**src/rtl/cm_age_sched.sv**
```systemverilog
// cm_age_sched: age-based scheduler sharing one multi-cycle resource
// between RCNT requesters. The oldest waiting requester (lowest index on a
// tie) receives an exclusive grant, which is held until i_done or timeout.
//
// Ports:
//   i_clk      clock, rising edge
//   i_rst      asynchronous active-low reset
//   i_req      per-requester request level
//   i_done     resource finished, releases the current grant
//   o_gnt      one-hot grant, zero when no grant is held
//   o_gnt_vld  a grant is held
//   o_gnt_idx  binary index of the granted requester (holds when idle)
//   o_timeout  one-cycle pulse after a timeout release
//
// state | meaning
// IDLE  | no grant held; arbitrate among active requesters
// BUSY  | grant held by o_gnt_idx until i_done or timeout
module cm_age_sched #(
  parameter int RCNT      = 4,
  parameter int AGE_WIDTH = 8,
  parameter int TIMEOUT   = 64,
  localparam int IDX_WIDTH = (RCNT > 1) ? $clog2(RCNT) : 1
) (
  input  logic                 i_clk,
  input  logic                 i_rst,
  input  logic [RCNT-1:0]      i_req,
  input  logic                 i_done,
  output logic [RCNT-1:0]      o_gnt,
  output logic                 o_gnt_vld,
  output logic [IDX_WIDTH-1:0] o_gnt_idx,
  output logic                 o_timeout
);

  localparam int TW = (TIMEOUT > 1) ? $clog2(TIMEOUT) : 1;
  localparam logic [TW-1:0] TMO_LAST = TW'((TIMEOUT > 0) ? (TIMEOUT - 1) : 0);
  localparam logic [AGE_WIDTH-1:0] AGE_MAX = '1;

  localparam logic [0:0] IDLE = 1'b0;
  localparam logic [0:0] BUSY = 1'b1;

  logic [0:0]           state;
  logic [TW-1:0]        tmo_cnt;
  logic [AGE_WIDTH-1:0] age [RCNT];

  logic                 win_any;
  logic [IDX_WIDTH-1:0] win_idx;
  logic [AGE_WIDTH-1:0] win_age;

  // Strict '>' keeps the lowest index on equal ages.
  always_comb begin
    win_any = 1'b0;
    win_idx = '0;
    win_age = '0;
    for (int i = 0; i < RCNT; i++) begin
      if (i_req[i] && (!win_any || age[i] > win_age)) begin
        win_any = 1'b1;
        win_idx = IDX_WIDTH'(i);
        win_age = age[i];
      end
    end
  end

  always_ff @(posedge i_clk or negedge i_rst) begin
    if (!i_rst) begin
      for (int i = 0; i < RCNT; i++) age[i] <= '0;
    end else begin
      for (int i = 0; i < RCNT; i++) begin
        if (!i_req[i]) begin
          age[i] <= '0;
        end else if (state == IDLE && win_idx == IDX_WIDTH'(i)) begin
          age[i] <= '0;
        end else if (state == BUSY && o_gnt_idx == IDX_WIDTH'(i)) begin
          age[i] <= '0;
        end else if (age[i] != AGE_MAX) begin
          age[i] <= age[i] + AGE_WIDTH'(1);
        end
      end
    end
  end

  always_ff @(posedge i_clk or negedge i_rst) begin
    if (!i_rst) begin
      state     <= IDLE;
      tmo_cnt   <= '0;
      o_gnt     <= '0;
      o_gnt_vld <= 1'b0;
      o_gnt_idx <= '0;
      o_timeout <= 1'b0;
    end else begin
      o_timeout <= 1'b0;
      case (state)
        IDLE: begin
          if (win_any) begin
            state     <= BUSY;
            o_gnt_idx <= win_idx;
            o_gnt     <= {{(RCNT-1){1'b0}}, 1'b1} << win_idx;
            o_gnt_vld <= 1'b1;
            tmo_cnt   <= '0;
          end
        end
        BUSY: begin
          if (i_done) begin
            state     <= IDLE;
            o_gnt     <= '0;
            o_gnt_vld <= 1'b0;
          end else if (TIMEOUT != 0 && tmo_cnt == TMO_LAST) begin
            state     <= IDLE;
            o_gnt     <= '0;
            o_gnt_vld <= 1'b0;
            o_timeout <= 1'b1;
          end else if (TIMEOUT != 0) begin
            tmo_cnt <= tmo_cnt + TW'(1);
          end
        end
        default: begin
          state     <= IDLE;
          o_gnt     <= '0;
          o_gnt_vld <= 1'b0;
        end
      endcase
    end
  end

endmodule

```
**config.mk**
```make
export PLATFORM = sky130hd
export DESIGN_NAME = cm_age_sched
export DESIGN_NICKNAME = d
export VERILOG_FILES = /design/src/rtl/cm_age_sched.sv
export SDC_FILE = /design/constraint.sdc
export NUM_CORES = 1
export LEC_CHECK = 0
export ABC_AREA = 1
export BUFFER_PORTS_ARGS = -buffer_cell sky130_fd_sc_hd__buf_2
export CAP_MARGIN = 30
export CORE_ASPECT_RATIO = 1.1
export CORE_MARGIN = 4
export CORE_UTILIZATION = 30
export DETAILED_ROUTE_END_ITERATION = 10
export PLACE_DENSITY = 0.55
export SLEW_MARGIN = 30
export SYNTH_ARGS = -nofsm -noshare
export SYNTH_HDL_FRONTEND = slang
export SYNTH_SLANG_ARGS = --single-unit
```
**constraint.sdc**
```tcl
create_clock -name i_clk -period 4.06 [get_ports i_clk]
set_input_delay 1.218 -clock i_clk [delete_from_list [all_inputs] [get_ports i_clk]]
set_output_delay 1.218 -clock i_clk [all_outputs]
set_load 0.01 [all_outputs]
```
==> reports/summary.log <==
[synth] fraction of the yosys area taken by sequential cells 34.4%
[worst_setup_path] RR Endpoint age[18]
[synth] portion of synthesized cell area occupied by the leading cell type 34.4%
[finish] Diodes inserted 0
[worst_setup_path] Critical Path End Type flop
[worst_setup_path] required time at the endpoint of the critical path 4.25 ns
[placement] number of input and output port buffers inserted 14
[clock_network] clock buffers created by TritonCTS 5
[clock_network] CTS H-tree depth 2
[worst_setup_path] cell seen most often among critical-path stages sky130_fd_sc_hd__buf_4
[detailed_routing] number of detailed-route iterations in the first pass 4
[pwr] Power per Cell Area 555 nW/um^2
[pwr] power after layout 2.75 mW
[clock_network] clk slew on worst S/H paths 0.07 ns
[min_path] start point of the worst hold path o_gnt_vld
[detailed_routing] count of routing violations after the opening detailed-route iteration 121
[timing] Tightest Pin Transition 0.523 ns
[timing] Post-Route Skew 0.00674 ns
[timing] tightest slew margin relative to the limit 65.2%
[min_path] worst hold stages 2
[clock_network] clock tree root driver cell sky130_fd_sc_hd__clkbuf_16
[finish] final-layout fill cell count 1,088
[clock_network] clock buffer depth 2
[min_path] Hold EP o_gnt_vld
[synth] flip-flop cell with the highest count after synthesis sky130_fd_sc_hd__dfrtp_1
[timing] maximum clock frequency 0.208 GHz
[timing] min cycle time layout 4.81 ns
[clock_network] quantity of hold-fixing buffers added after cts 0
[clock_network] TritonCTS clock tree done
[timing] number of hold violations in the final report 0
[worst_setup_path] class of the most critical setup path in2reg
[grt] pin count of the biggest net entering global routing 40
[finish] non-filler instance count after layout 701
[synth] number of synthesized flops with an enable pin 0
[worst_setup_path] slowest cell on the critical path sky130_fd_sc_hd__a21oi_4
[timing] Final Cycle Share 119%
[clock_network] CTS sink cnt 47
[worst_setup_path] worst path bufs/invs 10
[detailed_routing] Wirelength per Cell 13.8 microns
[pwr] Worst IR Drop VDD 375 uV
[grt] antenna violations before repair 0
[detailed_routing] Vias 3,338
[synth] FFs w/ async S/R, synth 100%
[timing] setup slack of the critical path after layout -0.754 ns
[die] Ports 15
[synth] synthesized area 3420 sq um
[detailed_routing] remaining antenna violation count 0
[detailed_routing] DR vias/cell 4.76
[grt] vias in the first global route 3,388
[pwr] cell leakage power 2.36 nW
[grt] all-layer global routing usage 15.5%
[synth] number of instances in the synthesized netlist 461
[placement] RePlAce Congestion 0.858
[finish] leading cell types in the layout, fill and taps excluded sky130_fd_sc_hd__nand2_1, sky130_fd_sc_hd__buf_4, sky130_fd_sc_hd__dfrtp_1
[finish] final design instance area without fill 4950 sq um
[timing] final setup vio count 38
[timing] RSZ-0062 raised after global routing yes
[synth] mean cell area of the mapped netlist 7.41 sq um
[synth] cell taking the most area after synthesis sky130_fd_sc_hd__dfrtp_1
[finish] most common cell after layout, fill and taps aside sky130_fd_sc_hd__nand2_1
[finish] utilization after layout 45.0%
[finish] layout cell share with drive strength beyond 1 41.3%
[placement] number of placed instances, taps included 668
[synth] distinct cell type count of the synthesized netlist 44
[grt] wire length of the first global-routing pass 16,300 microns
[grt] GRT Residual Overflow 0
[synth] Post-Synthesis Net Count 497
[synth] Yosys Warn Count 0
[timing] Max Slew Vio Count 0
[detailed_routing] drt total wl 9670 microns
[worst_setup_path] Reg-to-Reg Start age[31]
[clock_network] clock latency reported for the late side of the worst-skew pair 0.29 ns
[worst_setup_path] cell family contributing the most delay on the critical path buffers and inverters
[die] die boundary width 110 microns
[die] area of the die 13,200 sq um
[placement] Placed Area 4160 sq um
[synth] top post-synthesis cells by area sky130_fd_sc_hd__dfrtp_1, sky130_fd_sc_hd__nand2_1, sky130_fd_sc_hd__ha_1
[worst_setup_path] R2R Setup Slk -0.17 ns
[worst_setup_path] biggest cell delay along the critical path 0.34 ns
[run_status] failing checks negative setup slack
[die] initial core utilization 31.0%
[finish] final-stage net count 589
[die] Std-Cell Core Area 11,000 sq um
[placement] DP Wirelength 6890 microns
[run_status] run status finished, violations left
[worst_setup_path] largest fanout on the critical path 8
[min_path] kind of path behind the tightest hold check reg2reg
[detailed_routing] number of remaining DRC errors 0
[worst_setup_path] data arrival at the endpoint of the critical path 5.00 ns
[synth] number of synthesized register bits 47
[worst_setup_path] CP Launch Type primary input
[die] count of standard-cell rows 40
[finish] Area growth, synth to finish 45.0%
[die] height of the die 120 microns
[worst_setup_path] r2r worst-path depth 30
[flow_run] number of maximum-capacitance violations 0
-- metal layers --
layer	up-vias	global-route usage (%)	part of all wire (%)
met5	-	0	0
met4	0	3.35	1.1
met3	10	2.10	3.0
met2	47	27.3	51
met1	1593	20.1	45
li1	1688	-	-
-- sequential cells by signal (all words and copies together), names as in the netlist --
| signal | cells |
|---|---|
| o_timeout | 1 |
| tmo_cnt | 6 |
| o_gnt | 4 |
| state | 1 |
| age | 32 |
| o_gnt_vld | 1 |
| o_gnt_idx | 2 |
-- worst reg2reg max path, delay by kind of cell (launching register included) --
kind                     cells  cell delay [ns]
buffers and inverters        9             1.11
adder cells (fa/ha/maj)      2             0.56
AND/OR/NAND/NOR             15             1.22
flip-flops                   1             0.42
AO/OA/AOI/OAI                4             0.80
-- cell type report --
class                           instances  area [sq um]  area share (%)
Sequential cell                        47          1180            23.7
Clock inverter                          3          23.8           0.480
Timing Repair Buffer                   86           664            13.4
Inverter                               63           244            4.93
Clock buffer                            5           125            2.53
Multi-Input combinational cell        350          2530            51.2
Tap cell                              147           184            3.71
-- cells in the mapped netlist (4+ instances only) --
cell type / count
sky130_fd_sc_hd__inv_2: 10
sky130_fd_sc_hd__dfrtp_1: 47
sky130_fd_sc_hd__ha_1: 29
sky130_fd_sc_hd__nand3_1: 40
sky130_fd_sc_hd__o21ai_0: 19
sky130_fd_sc_hd__and2_1: 8
sky130_fd_sc_hd__nand3_2: 4
sky130_fd_sc_hd__xor2_1: 6
sky130_fd_sc_hd__nor3_1: 8
sky130_fd_sc_hd__nand2_1: 113
sky130_fd_sc_hd__nand4_1: 7
sky130_fd_sc_hd__a21oi_1: 17
sky130_fd_sc_hd__inv_1: 50
sky130_fd_sc_hd__nor2_1: 57
-- metrics by stage --
stage | hold WS (ns) | worst slack, ns | setup TNS [ns]
floorplan | 0.471 | -0.765 | -26.91
global placement | 0.459 | -1.33 | -48.01
detailed placement | 0.467 | -1.41 | -51.82
CTS | 0.486 | -0.655 | -23.09
global route | 0.503 | -1.05 | -37.36
finish | 0.483 | -0.754 | -26.40
-- repair_timing --
action	4_1_cts	5_1_grt
resized for setup	59	43
cloned	3	0
buffers inserted	14	8
pin swaps	23	49
endpoints found under the setup margin	38	38
hold endpoints to repair	0	0
-- kinds of logic after synthesis --
logic type | after synthesis | share of synthesized area (%)
buffers and inverters | 66 | 7.73
AOI/OAI and AO/OA | 53 | 9.23
and+or+nand+nor | 257 | 35.7
DFF | 47 | 34.4
adders and majority gates | 29 | 10.6
xor gates and xnor gates | 9 | 2.31
-- worst max path at each step --
| stage | start | endpoint | cells past startpoint |
|---|---|---|---|
| 6_report | i_req[0] | age[18] | 31 |
| 5_1_grt | i_req[0] | age[18] | 35 |
| 4_1_cts | i_req[0] | o_gnt[0] | 39 |
| 3_5_place_dp | i_req[0] | age[29] | 34 |
| 3_3_place_gp | i_req[0] | o_gnt[0] | 35 |
| 2_1_floorplan | i_req[0] | age[11] | 38 |
-- power by group --
group | leakage [nW] | switching (mW) | internal [mW] | total [mW]
registers | 0.634 | 0.102 | 0.560 | 0.662
clock network | 0.0664 | 0.195 | 0.231 | 0.426
logic | 1.66 | 0.956 | 0.704 | 1.66
(Power assumes the default switching activity.)
